## config.mk

```make
export PLATFORM = sky130hd
export DESIGN_NAME = data_sync_flat
export DESIGN_NICKNAME = d
export VERILOG_FILES = /design/src/rtl/data_sync_pkg.sv /design/src/rtl/data_sync_if.sv /design/src/rtl/data_sync_en_sync_chain.sv /design/src/rtl/data_sync.sv /design/src/flat_wrapper.sv
export SDC_FILE = /design/constraint.sdc
export NUM_CORES = 1
export LEC_CHECK = 0
export CELL_PAD_IN_SITES_DETAIL_PLACEMENT = 1
export CELL_PAD_IN_SITES_GLOBAL_PLACEMENT = 2
export CORE_AREA = 2 2 47 49
export CTS_CLUSTER_SIZE = 28
export DETAILED_ROUTE_END_ITERATION = 10
export DIE_AREA = 0 0 49 51
export PLACE_DENSITY = 0.86
export SETUP_SLACK_MARGIN = 0.1
export SYNTH_ARGS = -nofsm -noshare
export SYNTH_HDL_FRONTEND = slang
export SYNTH_SLANG_ARGS = --single-unit
```

## constraint.sdc

```tcl
create_clock -name CLK -period 2.3 [get_ports CLK]
set_input_delay 0.46 -clock CLK [delete_from_list [all_inputs] [get_ports CLK]]
set_output_delay 0.46 -clock CLK [all_outputs]
set_load 0.05 [all_outputs]
```

## src/rtl/data_sync_pkg.sv

```systemverilog
// Shared CDC definitions for the data_sync receive-path stage.
// Holds the legal synchronizer depth range, the capture-register reset value
// and a small range-check helper that is evaluated at elaboration.
package cdc_pkg;

    localparam int DATA_SYNC_MIN_STAGES = 2;
    localparam int DATA_SYNC_MAX_STAGES = 4;

    // Widest bus the reset constant covers; each instance slices what it needs.
    localparam int DATA_SYNC_MAX_WIDTH = 64;

    // Value loaded into sync_bus while Reset is high.
    localparam logic [DATA_SYNC_MAX_WIDTH-1:0] DATA_SYNC_BUS_RST = '0;

    function automatic bit data_sync_stages_legal(input int stages);
        return (stages >= DATA_SYNC_MIN_STAGES) && (stages <= DATA_SYNC_MAX_STAGES);
    endfunction

    function automatic bit data_sync_width_legal(input int width);
        return (width >= 1) && (width <= DATA_SYNC_MAX_WIDTH);
    endfunction

endpackage

```

## src/rtl/data_sync_if.sv

```systemverilog
// Bus bundle between the asynchronous source side and data_sync.
// master: the source (drives data and qualifier, observes the result)
// slave : data_sync (samples data and qualifier, drives captured data and strobe)
interface data_sync_if #(
    parameter int Bus_Width = 8
);

    logic [Bus_Width-1:0] Unsync_bus;
    logic                 bus_enable;
    logic [Bus_Width-1:0] sync_bus;
    logic                 enable_pulse;

    modport master (
        output Unsync_bus,
        output bus_enable,
        input  sync_bus,
        input  enable_pulse
    );

    modport slave (
        input  Unsync_bus,
        input  bus_enable,
        output sync_bus,
        output enable_pulse
    );

endinterface

```

## src/rtl/data_sync_en_sync_chain.sv

```systemverilog
// en_sync_chain: NUM_Stages-deep flop chain that brings the asynchronous
// enable into the CLK domain. Synchronous, active-high reset clears every stage
// so that an enable still high after reset is seen as a fresh 0->1.
module en_sync_chain #(
    parameter int NUM_Stages = 2
) (
    input  logic CLK,
    input  logic Reset,
    input  logic async_in,
    output logic sync_out
);

    logic [NUM_Stages-1:0] en_sync;

    // Shift the raw enable through the chain; stage 0 is the metastable capture flop.
    always_ff @(posedge CLK) begin
        if (Reset) begin
            en_sync <= '0;
        end else begin
            en_sync <= {en_sync[NUM_Stages-2:0], async_in};
        end
    end

    assign sync_out = en_sync[NUM_Stages-1];

endmodule

```

## src/rtl/data_sync.sv

```systemverilog
// data_sync: multi-bit CDC capture stage.
// The enable is synchronized through en_sync_chain, an edge detector finds the
// qualifying event, and on that single edge the quasi-static Unsync_bus is
// captured into sync_bus together with a one-cycle enable_pulse.
// Build option: define DATA_SYNC_TOGGLE_EN to treat bus_enable as a toggle
// (both transitions are events); otherwise only 0->1 of the level is an event.
module data_sync
    import cdc_pkg::*;
#(
    parameter int NUM_Stages = 2,
    parameter int Bus_Width  = 8
) (
    input  logic       CLK,
    input  logic       Reset,
    data_sync_if.slave bus
);

    generate
        if (!data_sync_stages_legal(NUM_Stages)) begin : g_bad_stages
            $error("data_sync: NUM_Stages=%0d outside %0d..%0d",
                   NUM_Stages, DATA_SYNC_MIN_STAGES, DATA_SYNC_MAX_STAGES);
        end
        if (!data_sync_width_legal(Bus_Width)) begin : g_bad_width
            $error("data_sync: Bus_Width=%0d outside 1..%0d",
                   Bus_Width, DATA_SYNC_MAX_WIDTH);
        end
    endgenerate

    localparam logic [Bus_Width-1:0] BUS_RST = DATA_SYNC_BUS_RST[Bus_Width-1:0];

    logic                 en_sync_q;
    logic                 pulse_prev;
    logic                 event_hit;
    logic [Bus_Width-1:0] sync_bus_r;
    logic                 enable_pulse_r;

    en_sync_chain #(
        .NUM_Stages (NUM_Stages)
    ) u_en_sync_chain (
        .CLK      (CLK),
        .Reset    (Reset),
        .async_in (bus.bus_enable),
        .sync_out (en_sync_q)
    );

    // Event detection on the synchronized enable against its one-cycle-old copy.
    always_comb begin
        event_hit = 1'b0;
`ifdef DATA_SYNC_TOGGLE_EN
        event_hit = en_sync_q ^ pulse_prev;
`else
        event_hit = en_sync_q & ~pulse_prev;
`endif
    end

    // Capture the bus only on the event edge; reset wins over a coincident event.
    always_ff @(posedge CLK) begin
        if (Reset) begin
            pulse_prev     <= 1'b0;
            enable_pulse_r <= 1'b0;
            sync_bus_r     <= BUS_RST;
        end else begin
            pulse_prev     <= en_sync_q;
            enable_pulse_r <= event_hit;
            if (event_hit) begin
                sync_bus_r <= bus.Unsync_bus;
            end
        end
    end

    assign bus.sync_bus     = sync_bus_r;
    assign bus.enable_pulse = enable_pulse_r;

endmodule
```

## src/flat_wrapper.sv

```systemverilog
// flat-port wrapper written by rule: the top's interface ports become plain ports
module data_sync_flat import cdc_pkg::*;
#(
    parameter int NUM_Stages = 2,
    parameter int Bus_Width  = 8
)
  (CLK, Reset, bus_Unsync_bus, bus_bus_enable, bus_sync_bus, bus_enable_pulse);
  data_sync_if #(.Bus_Width(Bus_Width)) bus_i ();
  input  logic CLK;
  input  logic Reset;
  input wire logic [$bits(bus_i.Unsync_bus)-1:0] bus_Unsync_bus;
  input wire logic [$bits(bus_i.bus_enable)-1:0] bus_bus_enable;
  output wire logic [$bits(bus_i.sync_bus)-1:0] bus_sync_bus;
  output wire logic [$bits(bus_i.enable_pulse)-1:0] bus_enable_pulse;
  assign bus_i.Unsync_bus = bus_Unsync_bus;
  assign bus_i.bus_enable = bus_bus_enable;
  assign bus_sync_bus = bus_i.sync_bus;
  assign bus_enable_pulse = bus_i.enable_pulse;
  data_sync #(.NUM_Stages(NUM_Stages), .Bus_Width(Bus_Width)) u_core (.CLK(CLK), .Reset(Reset), .bus(bus_i));
endmodule
```

==> results.json <==
{
  "cp_cell_sequence": "clkdlybuf4s50_1",
  "antenna_found_initial": 0,
  "first_global_vias": 382,
  "synth_compound_area_frac": 0.0842,
  "synthDistinctLibCells": 9,
  "drive_gt1_frac": 0.0794,
  "synth_simple_gate_area_frac": 0.387,
  "place.gp.congestion": 0.560,
  "cp_max_fo": 2,
  "worstSetupPathType": "reg2out",
  "clock_skew_ns": 0.000409,
  "core_um2": 2060,
  "p_int_uw": 309,
  "critical-path-top-delay-family": "buffers and inverters",
  "drtAntennaViolNets": 0,
  "syn_avg_cell_area_um2": 11.3,
  "ir_drop_uv": 239,
  "critPathLaunchType": "register",
  "htreeDepth": 1,
  "start_util": 0.230,
  "relSlewSlack": 0.648,
  "drc": 0,
  "hold_violations": 0,
  "cts_sinks": 12,
  "drt_pass1_iterations": 4,
  "avgRoutedWirePerCell_um": 11.1,
  "power_uw": 406,
  "wl_mm": 1.01,
  "ctsHoldBuffers": 0,
  "synth_ff_type": "dfxtp_1",
  "tightest_slew_ns": 0.526,
  "track_usage": 0.0887,
  "required_ns": 1.84,
  "root_buffer": "clkbuf_4",
  "synth_mux_area_frac": 0,
  "crit_slowest_cell": "clkdlybuf4s50_1",
  "synth_commonest_cells": "dfxtp_1 (12), nand2b_1 (8), nand4bb_1 (8), o21ai_1 (8), nor2b_1 (2)",
  "nets": 76,
  "tritoncts": "built",
  "overflow": 0,
  "areaGrowthSynthToFinish_pct": 49.7,
  "synth_cells": 42,
  "fmax_mhz": 538,
  "numCtsBuffers": 3,
  "layoutNonFillerInstCount": 91,
  "synth_fp_nets": 53,
  "worstSetupEndpointType": "output port",
  "yosysSeqAreaShare": 0.505,
  "p_comb_frac": 0.157,
  "power_density_nw_per_um2": 570,
  "vias": 384,
  "max_stage_delay_ns": 0.80,
  "yosysTopAreaCell": "dfxtp_1",
  "grt_pass1_wl_mm": 1.61,
  "clock_power_share": 0.300,
  "async_flop_share": 0,
  "timing.final.crit_share": 0.809,
  "diodes": 0,
  "synth.area.top_cells": "dfxtp_1 (51%), nand4bb_1 (19%), nand2b_1 (11%)",
  "clk_path_buf_depth": 2,
  "cts_setup_buffers": 0,
  "row_count": 17,
  "grt_start_max_net_pins": 20,
  "fin_tns_setup_ns": 0,
  "sw_frac_of_total": 0.239,
  "rsz0062_at_grt": "no",
  "fp.dieW_um": 49,
  "path_buf_inv": 1,
  "drt-initial-drc-count": 2,
  "report.final.slew_viol_count": 0,
  "critPathArrivalTime_ns": 1.40,
  "synth-xor-area-share": 0,
  "die-area_um2": 2500,
  "port_buffers": 19,
  "io_pins": 20,
  "placed_cells": 88,
  "clk_latency_ns": 0.26,
  "dieHeight_um": 51,
  "hold_path.class": "reg2reg",
  "synth_top_area_share": 0.505,
  "outcome": "complete, no violations",
  "final_core_util": 0.345,
  "synth_edf_count": 0,
  "yosysWarnings": 0,
  "vias_per_cell": 4.22,
  "p_seq_frac": 0.543,
  "setup-violations-final": 0,
  "synth_top_family_by_area": "simple AND/OR/NAND/NOR gates",
  "synth_most_common_cell": "dfxtp_1",
  "ctsResizeCount": 0,
  "synth-seq-cells": 12,
  "p_sw_uw": 97.0,
  "drv_cap": 0,
  "fin_crit_ns": 1.86,
  "path_clk_slew_ns": 0.07,
  "p_leak_uw": 0.000240,
  "synth_fa_ha_area_frac": 0,
  "netlist_area_um2": 475
}
placed cells by master (no fill, tap or decap), drive strengths merged:
cell	Yosys	final
and2b	2	2
clkbuf	0	3
clkdlybuf4s50	0	19
dfxtp	12	12
nand2b	8	8
nand4bb	8	8
nor2b	3	3
o21ai	8	8
final timing paths:
kind,start,endpoint,slack [ns],cells after the start
setup / recovery,u_core.bus.sync_bus[3],bus_sync_bus[3],0.44,1
hold / removal,u_core.u_en_sync_chain.en_sync[0],u_core.u_en_sync_chain.en_sync[1],0.44,1
setup reg to reg,u_core.u_en_sync_chain.en_sync[1],u_core.bus.sync_bus[6],1.29,2
hold reg to reg,u_core.u_en_sync_chain.en_sync[0],u_core.u_en_sync_chain.en_sync[1],0.44,1
layer usage:
layer | wire length [um] | share of wire | GRT usage
met1 | 437 | 0.43 | 0.0950
met2 | 483 | 0.48 | 0.135
met3 | 75 | 0.074 | 0.0409
met4 | 10 | 0.0099 | 0.0714
met5 | 0 | 0 | 0
sequential cells by signal, indices dropped and copies added, names as in the netlist:
signal and count:
u_core.bus.enable_pulse 1, u_core.u_en_sync_chain.en_sync 2, u_core.bus.sync_bus 8, u_core.pulse_prev 1
power by group through the flow:
stage,Sequential (uW),Clock (uW),Combinational [uW]
2_1_floorplan,242,0,16.7
3_3_place_gp,225,0,64.0
3_5_place_dp,226,0,64.5
5_1_grt,222,141,66.9
4_1_cts,221,130,64.7
6_report,221,122,63.8
logic make-up after synthesis:
group,Yosys count
AND/OR/NAND/NOR,21
flip-flops,12
AO/OA/AOI/OAI,8
buffers and inverters,1
layout make-up:
| cell class | instances | area [um^2] |
|---|---|---|
| tap | 28 | 35.0 |
| multi-input combinational | 29 | 224 |
| sequential | 12 | 240 |
| timing repair buffer | 19 | 190 |
| fill | 245 | 1350 |
| clock buffer | 3 | 22.5 |
per-stage QoR:
step                      hold slack [ns]  instance area, um^2  worst slack [ns]
after floorplan                     0.414                  475              1.24
after global placement              0.417                  689             0.660
after detailed placement            0.434                  689             0.615
after CTS                           0.448                  712             0.419
after global routing                0.464                  712             0.384
final                               0.440                  712             0.440
No activity file was read; power rests on OpenSTA's default activity.
